<file path="src/rtl/cache_control.sv">
// cache_control: sequencing FSM for the LC-3b two-way set-associative cache.
// Serves hits from IDLE and runs the writeback / line-fill sequence on a miss.
// Optional performance counters are enabled by defining CACHE_PERF_CTR_EN.
module cache_control (
  input  logic        clk,
  input  logic        rst_n,
  input  logic        mem_read,
  input  logic        mem_write,
  output logic        mem_resp,
  input  logic        hit0,
  input  logic        hit1,
  input  logic        lru,
  input  logic        dirty0,
  input  logic        dirty1,
  output logic        pmem_read,
  output logic        pmem_write,
  input  logic        pmem_resp,
  output logic        pmem_addr_sel,
  output logic        data_in_sel,
  output logic        wb_way,
  output logic        load_data0,
  output logic        load_data1,
  output logic        load_tag0,
  output logic        load_tag1,
  output logic        load_valid0,
  output logic        load_valid1,
  output logic        load_dirty0,
  output logic        load_dirty1,
  output logic        dirty_in,
  output logic        load_lru,
  output logic        lru_in
`ifdef CACHE_PERF_CTR_EN
  ,
  input  logic        ctr_clr,
  output logic [15:0] hit_count,
  output logic [15:0] miss_count,
  output logic [15:0] wb_count
`endif
);

  typedef enum logic [1:0] {IDLE, WRITEBACK, ALLOCATE} state_e;

  state_e state_q, state_d;
  logic   victim_q, victim_d;
  logic   refill_q, refill_d;
  logic   miss_evt, wb_evt;
  logic   req, hit, hit_way, victim_dirty;

  assign req          = mem_read | mem_write;
  assign hit          = hit0 | hit1;
  assign hit_way      = ~hit0;               // way0 wins when both ways flag a hit
  assign victim_dirty = lru ? dirty1 : dirty0;

  // State, victim way and refill flag registers
  always_ff @(posedge clk or negedge rst_n) begin
    if (!rst_n) begin
      state_q  <= IDLE;
      victim_q <= 1'b0;
      refill_q <= 1'b0;
    end else begin
      state_q  <= state_d;
      victim_q <= victim_d;
      refill_q <= refill_d;
    end
  end

  // Next-state and outputs; everything is forced low while reset is held
  // so an in-flight pmem request is dropped in the same cycle.
  always_comb begin
    state_d       = state_q;
    victim_d      = victim_q;
    refill_d      = refill_q;
    miss_evt      = 1'b0;
    wb_evt        = 1'b0;
    mem_resp      = 1'b0;
    pmem_read     = 1'b0;
    pmem_write    = 1'b0;
    pmem_addr_sel = 1'b0;
    data_in_sel   = 1'b0;
    wb_way        = 1'b0;
    load_data0    = 1'b0;
    load_data1    = 1'b0;
    load_tag0     = 1'b0;
    load_tag1     = 1'b0;
    load_valid0   = 1'b0;
    load_valid1   = 1'b0;
    load_dirty0   = 1'b0;
    load_dirty1   = 1'b0;
    dirty_in      = 1'b0;
    load_lru      = 1'b0;
    lru_in        = 1'b0;
    if (rst_n) begin
      unique case (state_q)
        IDLE: begin
          if (req && hit) begin
            mem_resp = 1'b1;
            load_lru = 1'b1;
            lru_in   = ~hit_way;
            refill_d = 1'b0;
            if (mem_write) begin
              dirty_in    = 1'b1;
              load_data0  = ~hit_way;
              load_data1  = hit_way;
              load_dirty0 = ~hit_way;
              load_dirty1 = hit_way;
            end
          end else if (req) begin
            victim_d = lru;
            refill_d = 1'b1;
            miss_evt = 1'b1;
            state_d  = victim_dirty ? WRITEBACK : ALLOCATE;
          end else begin
            refill_d = 1'b0;
          end
        end
        WRITEBACK: begin
          pmem_write    = 1'b1;
          pmem_addr_sel = 1'b1;
          wb_way        = victim_q;
          if (pmem_resp) begin
            wb_evt  = 1'b1;
            state_d = ALLOCATE;
          end
        end
        ALLOCATE: begin
          pmem_read = 1'b1;
          if (pmem_resp) begin
            data_in_sel = 1'b1;
            load_data0  = ~victim_q;
            load_data1  = victim_q;
            load_tag0   = ~victim_q;
            load_tag1   = victim_q;
            load_valid0 = ~victim_q;
            load_valid1 = victim_q;
            load_dirty0 = ~victim_q;
            load_dirty1 = victim_q;
            state_d     = IDLE;
          end
        end
        default: state_d = IDLE;
      endcase
    end
  end

`ifdef CACHE_PERF_CTR_EN
  logic [15:0] hit_cnt_q, miss_cnt_q, wb_cnt_q;
  logic        hit_evt;

  // The re-compare hit that closes a miss is not a real hit
  assign hit_evt = mem_resp & ~refill_q;

  // Saturating counters; clear wins over any increment
  always_ff @(posedge clk or negedge rst_n) begin
    if (!rst_n) begin
      hit_cnt_q  <= '0;
      miss_cnt_q <= '0;
      wb_cnt_q   <= '0;
    end else if (ctr_clr) begin
      hit_cnt_q  <= '0;
      miss_cnt_q <= '0;
      wb_cnt_q   <= '0;
    end else begin
      if (hit_evt  && hit_cnt_q  != 16'hFFFF) hit_cnt_q  <= hit_cnt_q  + 16'd1;
      if (miss_evt && miss_cnt_q != 16'hFFFF) miss_cnt_q <= miss_cnt_q + 16'd1;
      if (wb_evt   && wb_cnt_q   != 16'hFFFF) wb_cnt_q   <= wb_cnt_q   + 16'd1;
    end
  end

  assign hit_count  = hit_cnt_q;
  assign miss_count = miss_cnt_q;
  assign wb_count   = wb_cnt_q;
`endif

endmodule

</file>
<file path="config.mk">
export PLATFORM = sky130hd
export DESIGN_NAME = cache_control
export DESIGN_NICKNAME = d
export VERILOG_FILES = /design/src/rtl/cache_control.sv
export SDC_FILE = /design/constraint.sdc
export NUM_CORES = 1
export LEC_CHECK = 0
export ABC_AREA = 1
export CAP_MARGIN = 0
export CORE_MARGIN = 4
export CORE_UTILIZATION = 29
export CTS_BUF_LIST = sky130_fd_sc_hd__clkbuf_16
export CTS_CLUSTER_SIZE = 16
export DETAILED_ROUTE_END_ITERATION = 10
export PLACE_DENSITY = 0.72
export SYNTH_ARGS = -nofsm -noshare
export SYNTH_HDL_FRONTEND = slang
export SYNTH_SLANG_ARGS = --single-unit
</file>
<file path="constraint.sdc">
create_clock -name clk -period 1.45 [get_ports clk]
set_input_delay 0.3625 -clock clk [delete_from_list [all_inputs] [get_ports clk]]
set_output_delay 0.3625 -clock clk [all_outputs]
set_load 0.05 [all_outputs]
</file>
==> results of run 1 <==
## stage by stage
stage          TNS, ns  util, %  cell area, um2
2_1_floorplan   -3.267        -           508.0
3_5_place_dp    -7.967    84.51           989.7
3_3_place_gp    -7.125    84.51           989.7
## kinds of logic after synthesis
group / share of synthesized area, %
compound gates: 6.556
flops: 19.67
buf+inv: 21.64
simple gates: 52.13
==> results.rst, run 1 <==
.. list-table::
   :header-rows: 1

   * - Metric
     - Value
   * - Result of the run
     - did not finish
   * - Step where the flow halted
     - clock tree synthesis (4_1_cts)
   * - Tool error
     - [ERROR DPL-0033] detailed placement checks failed during check placement.
   * - Site row count
     - 12
   * - Post-detailed-placement half-perimeter wirelength
     - 1.313 mm
   * - Clock sink count
     - 3
   * - Deepest level of the CTS H-tree
     - 1
   * - Number of flops mapped to enable cells by yosys
     - 0
   * - Count of input and output buffers
     - 26
   * - Post-Synthesis Cells
     - 67
   * - Share of Yosys cell area claimed by the top area cell type
     - 19.67%
   * - Ys flop type
     - sky130_fd_sc_hd__dfrtp_1
   * - Post-synth net total
     - 77
   * - Number of top-level pins
     - 27
   * - X dimension of the die
     - 44.28 um
   * - Unique masters post-synth
     - 16
   * - CTS Buffer Depth
     - 2
   * - DP Worst Slack
     - -0.6146 ns
   * - CTS buffer count
     - 3
   * - Syn Std Cell Area
     - 381.6 um2
   * - Synth top area cells
     - sky130_fd_sc_hd__dfrtp_1, sky130_fd_sc_hd__nand2_1, sky130_fd_sc_hd__buf_4, sky130_fd_sc_hd__nand3_1, sky130_fd_sc_hd__inv_1
   * - Register bit total from synthesis
     - 3
   * - Number of placed cells counting well taps
     - 117
   * - Starting Density
     - 32.59%
   * - Overall die height
     - 44.28 um
   * - Mean post-synth cell area
     - 5.696 um2
   * - Share of synthesized area occupied by flip-flops and latches
     - 19.67%
   * - RD Place Congestion
     - 0.8254
   * - Commonest cells post-synth
     - sky130_fd_sc_hd__nand2_1, sky130_fd_sc_hd__inv_1, sky130_fd_sc_hd__nor2_1, sky130_fd_sc_hd__nand3_1, sky130_fd_sc_hd__buf_4
   * - Share of async-settable or async-resettable flops after synthesis
     - 100.0%
   * - Buffers inserted by post-CTS timing repair
     - 4
   * - Yosys top cell by area
     - sky130_fd_sc_hd__dfrtp_1
   * - Most frequent cell after synthesis
     - sky130_fd_sc_hd__nand2_1
   * - Hold buffer count at CTS
     - 0
   * - Number of resized instances in the post-cts repair step
     - 26
   * - Root Driver
     - sky130_fd_sc_hd__clkbuf_16
   * - Total number of yosys warnings
     - 0
==> inputs of run 2 (changes only) <==
- CORE_AREA: default -> 4 4 65 67
- CORE_MARGIN: 4 -> default
- CORE_UTILIZATION: 29 -> default
- CTS_BUF_LIST: sky130_fd_sc_hd__clkbuf_16 -> default
- CTS_CLUSTER_SIZE: 16 -> default
- DIE_AREA: default -> 0 0 69 71
- PLACE_DENSITY: 0.72 -> default
- PLACE_DENSITY_LB_ADDON: default -> 0.15
- clock period: 1.45 -> 1.9 ns (I/O delays scaled with it)
==> results.rst, run 2 <==
.. list-table::
   :header-rows: 1

   * - Metric
     - Value
   * - CTS tree
     - yes
   * - Number of flops mapped to enable cells by yosys
     - 0
   * - Max_cap viols
     - 0
   * - Synthesis-to-finish area growth
     - 179.7%
   * - Synth Area in XOR/XNOR
     - 0%
   * - Crit path arrival time
     - 1.42 ns
   * - Total number of yosys warnings
     - 0
   * - Cell area after placement
     - 953.4 um2
   * - Shortest clock period the worst path allows after layout
     - 1.894 ns
   * - Ys flop type
     - sky130_fd_sc_hd__dfrtp_1
   * - Routed Antenna Nets
     - 0
   * - NumNets Final
     - 114
   * - Post-synthesis compound-gate area fraction
     - 6.557%
   * - Portion of netlist area occupied by mux cells
     - 0%
   * - First-pass GRT wire length
     - 2.366 mm
   * - Drc violations
     - 0
   * - Layout cell share with drive strength beyond 1
     - 58.25%
   * - RSZ-0062 raised after global routing
     - true
   * - Leading cell type in the layout, fill and taps excluded
     - sky130_fd_sc_hd__buf_12
   * - Min-Delay Path Class
     - in2async
   * - Synth top area cells
     - sky130_fd_sc_hd__dfrtp_1, sky130_fd_sc_hd__nand2_1, sky130_fd_sc_hd__buf_4, sky130_fd_sc_hd__nand3_1, sky130_fd_sc_hd__inv_1
   * - Crit path capture type
     - output pin
   * - Required time of the critical path
     - 1.42 ns
   * - Normalized max-slew margin
     - 82.20%
   * - Syn Std Cell Area
     - 381.6 um2
   * - Share of async-settable or async-resettable flops after synthesis
     - 100.0%
   * - Largest registers
     - state_q x2, victim_q x1
   * - Deepest level of the CTS H-tree
     - 1
   * - Clock sink count
     - 3
   * - Max Clock Freq
     - 528.1 MHz
   * - Final setup violation count
     - 0
   * - Core utilization of the finished layout
     - 29.37%
   * - Synth Area in Adders
     - 0%
   * - Global-route usage over all layers
     - 5.801%
   * - Register bit total from synthesis
     - 3
   * - Unique masters post-synth
     - 16
   * - Number of global-route vias before repair
     - 529
   * - Result of the run
     - complete, no violations
   * - Initial antenna violation count
     - 0
   * - Total chip power
     - 1.249 mW
   * - Count of non-filler cells in the finished layout
     - 151
   * - Area of the core
     - 3633 um2
   * - Share of Yosys cell area claimed by the top area cell type
     - 19.67%
   * - Register containing the most flip-flops in the final layout
     - state_q
   * - RD Place Congestion
     - 0.7395
   * - Count of input and output buffers
     - 26
   * - CTS Buffer Depth
     - 2
   * - Maximum number of pins on one net before global-route repair
     - 14
   * - Simple-Gate Fraction of Synth Area
     - 52.13%
   * - Starting Density
     - 10.50%
   * - Most frequent cell after synthesis
     - sky130_fd_sc_hd__nand2_1
   * - Flip-flop count of the largest register after layout
     - 2
   * - Number of placed cells counting well taps
     - 142
   * - Largest clock skew in the final design
     - 0.003172 ns
   * - First-pass iteration count of the detailed router
     - 4
   * - CTS buffer count
     - 3
   * - Largest family of logic cells by synthesized area
     - simple AND/OR/NAND/NOR gates
   * - Site row count
     - 22
   * - Post-DR wirelength/cell
     - 9.079 um
   * - Sum of negative setup slack
     - 0 ns
   * - Final Hold Violating Endpoints
     - 0
   * - Power per cell area
     - 1170 nW/um2
   * - Number of top-level pins
     - 27
   * - Overall die height
     - 71 um
   * - Crit path kind
     - reg2out
   * - Total non-filler cell area in the finished layout
     - 1067 um2
   * - Peak supply drop
     - 0.3332 mV
   * - Measured slew at the worst slew-check pin
     - 0.2661 ns
   * - Mean post-synth cell area
     - 5.696 um2
   * - Clock latency on the worst-skew pair
     - 0.21 ns
   * - Number of pins exceeding their max-slew limit in the final report
     - 0
   * - Post-detailed-placement half-perimeter wirelength
     - 1.192 mm
   * - Post-Synthesis Cells
     - 67
   * - Post-synth net total
     - 77
   * - Reported leakage power
     - 0.4667 nW
   * - Yosys top cell by area
     - sky130_fd_sc_hd__dfrtp_1
   * - X dimension of the die
     - 69 um
   * - Commonest cells after routing, fill and taps aside
     - sky130_fd_sc_hd__buf_12, sky130_fd_sc_hd__nand2_1, sky130_fd_sc_hd__buf_4
   * - Total die area
     - 4899 um2
   * - Post-route clock period utilization
     - 99.66%
   * - Detailed-route vias per instance
     - 3.470
   * - Iteration-0 DRC Markers
     - 5
   * - Startpoint type of the worst setup path
     - register
   * - Share of synthesized area occupied by flip-flops and latches
     - 19.67%
   * - Largest fanout on the critical path
     - 4
   * - Post-Route WL
     - 1.371 mm
   * - Root Driver
     - sky130_fd_sc_hd__clkbuf_8
   * - Antenna diode count
     - 0
   * - Overflow left after global routing
     - 0
   * - Number of filler cells placed in the layout
     - 405
   * - Vias post-DR
     - 524
   * - Commonest cells post-synth
     - sky130_fd_sc_hd__nand2_1, sky130_fd_sc_hd__inv_1, sky130_fd_sc_hd__nor2_1, sky130_fd_sc_hd__nand3_1, sky130_fd_sc_hd__buf_4
   * - Clock slew at the register clock pins of the worst setup and hold paths
     - 0.03 ns
run 2: cell counts after synthesis:
Identical to the previous run, type by type.
run 2: path summary, 6_finish.rpt:
check / startpoint / to / slack (ns) / cells after the start
worst max-delay path: state_q[0]$_DFFE_PN0P_ / dirty_in / 0.006 / 5
worst min-delay path: rst_n / victim_q$_DFFE_PN0P_ / 0.32 / 2
worst max register to register: state_q[0]$_DFFE_PN0P_ / state_q[0]$_DFFE_PN0P_ / 0.73 / 7
worst min register to register: victim_q$_DFFE_PN0P_ / victim_q$_DFFE_PN0P_ / 0.52 / 2
max in group asynchronous: rst_n / state_q[1]$_DFFE_PN0P_ / 1.46 / 2
min in group clk: victim_q$_DFFE_PN0P_ / victim_q$_DFFE_PN0P_ / 0.52 / 2
run 2: layout make-up:
class	count	area (um2)	share of cell area [%]
repair buffers	39	530.5	49.71
multi-input cells	48	317.8	29.78
flip-flops and latches	3	77.57	7.268
well taps	48	60.06	5.627
clock buffers	4	45.04	4.220
inverters	9	36.28	3.400
run 2: cells by family (layout without fill, tap and decap cells):
family | after synthesis | count (layout)
compound gates | 5 | 5
buf+inv | 16 | 52
flops | 3 | 3
simple gates | 43 | 43
run 2: repair_timing:
item,in CTS,in global routing
pin swaps,7,3
resized for setup,23,2
hold buffers,0,0
endpoints found under the setup margin,17,13
gates cloned,0,0
buffers inserted,5,0
run 2: stage by stage:
| stage | hold slack, ns | setup WS (ns) |
|---|---|---|
| after floorplan | 0.1794 | -0.1724 |
| after global placement | 0.5209 | -0.3653 |
| after detailed placement | 0.5270 | -0.3802 |
| after CTS | 0.3241 | -0.05956 |
| after global routing | 0.3426 | -0.06420 |
| final | 0.3217 | 0.006374 |
run 2: layer usage:
| layer | part of all wire, % | global-route usage [%] | vias up | wire [um] |
|---|---|---|---|---|
| met4 | 0.88 | 1.952 | 0 | 12 |
| met1 | 46 | 6.987 | 223 | 626 |
| li1 | - | - | 278 | - |
| met2 | 46 | 9.004 | 21 | 631 |
| met3 | 7.4 | 2.841 | 2 | 101 |
| met5 | 0 | 0 | - | 0 |
run 2: report_power, final:
| group | internal [mW] | total, mW | switching, mW |
|---|---|---|---|
| Clock | 0.143 | 0.183 | 0.0400 |
| Sequential | 0.0981 | 0.146 | 0.0480 |
| Combinational | 0.416 | 0.920 | 0.504 |
| Total | 0.657 | 1.25 | 0.592 |
run 2: critical path, stage by stage (launching register included):
cell	delay, ns
sky130_fd_sc_hd__dfrtp_2	0.44
sky130_fd_sc_hd__nor2_4	0.14
sky130_fd_sc_hd__nand2_2	0.06
sky130_fd_sc_hd__or2_4	0.25
sky130_fd_sc_hd__nor3_4	0.15
sky130_fd_sc_hd__buf_12	0.16
(Power assumes the default switching activity.)
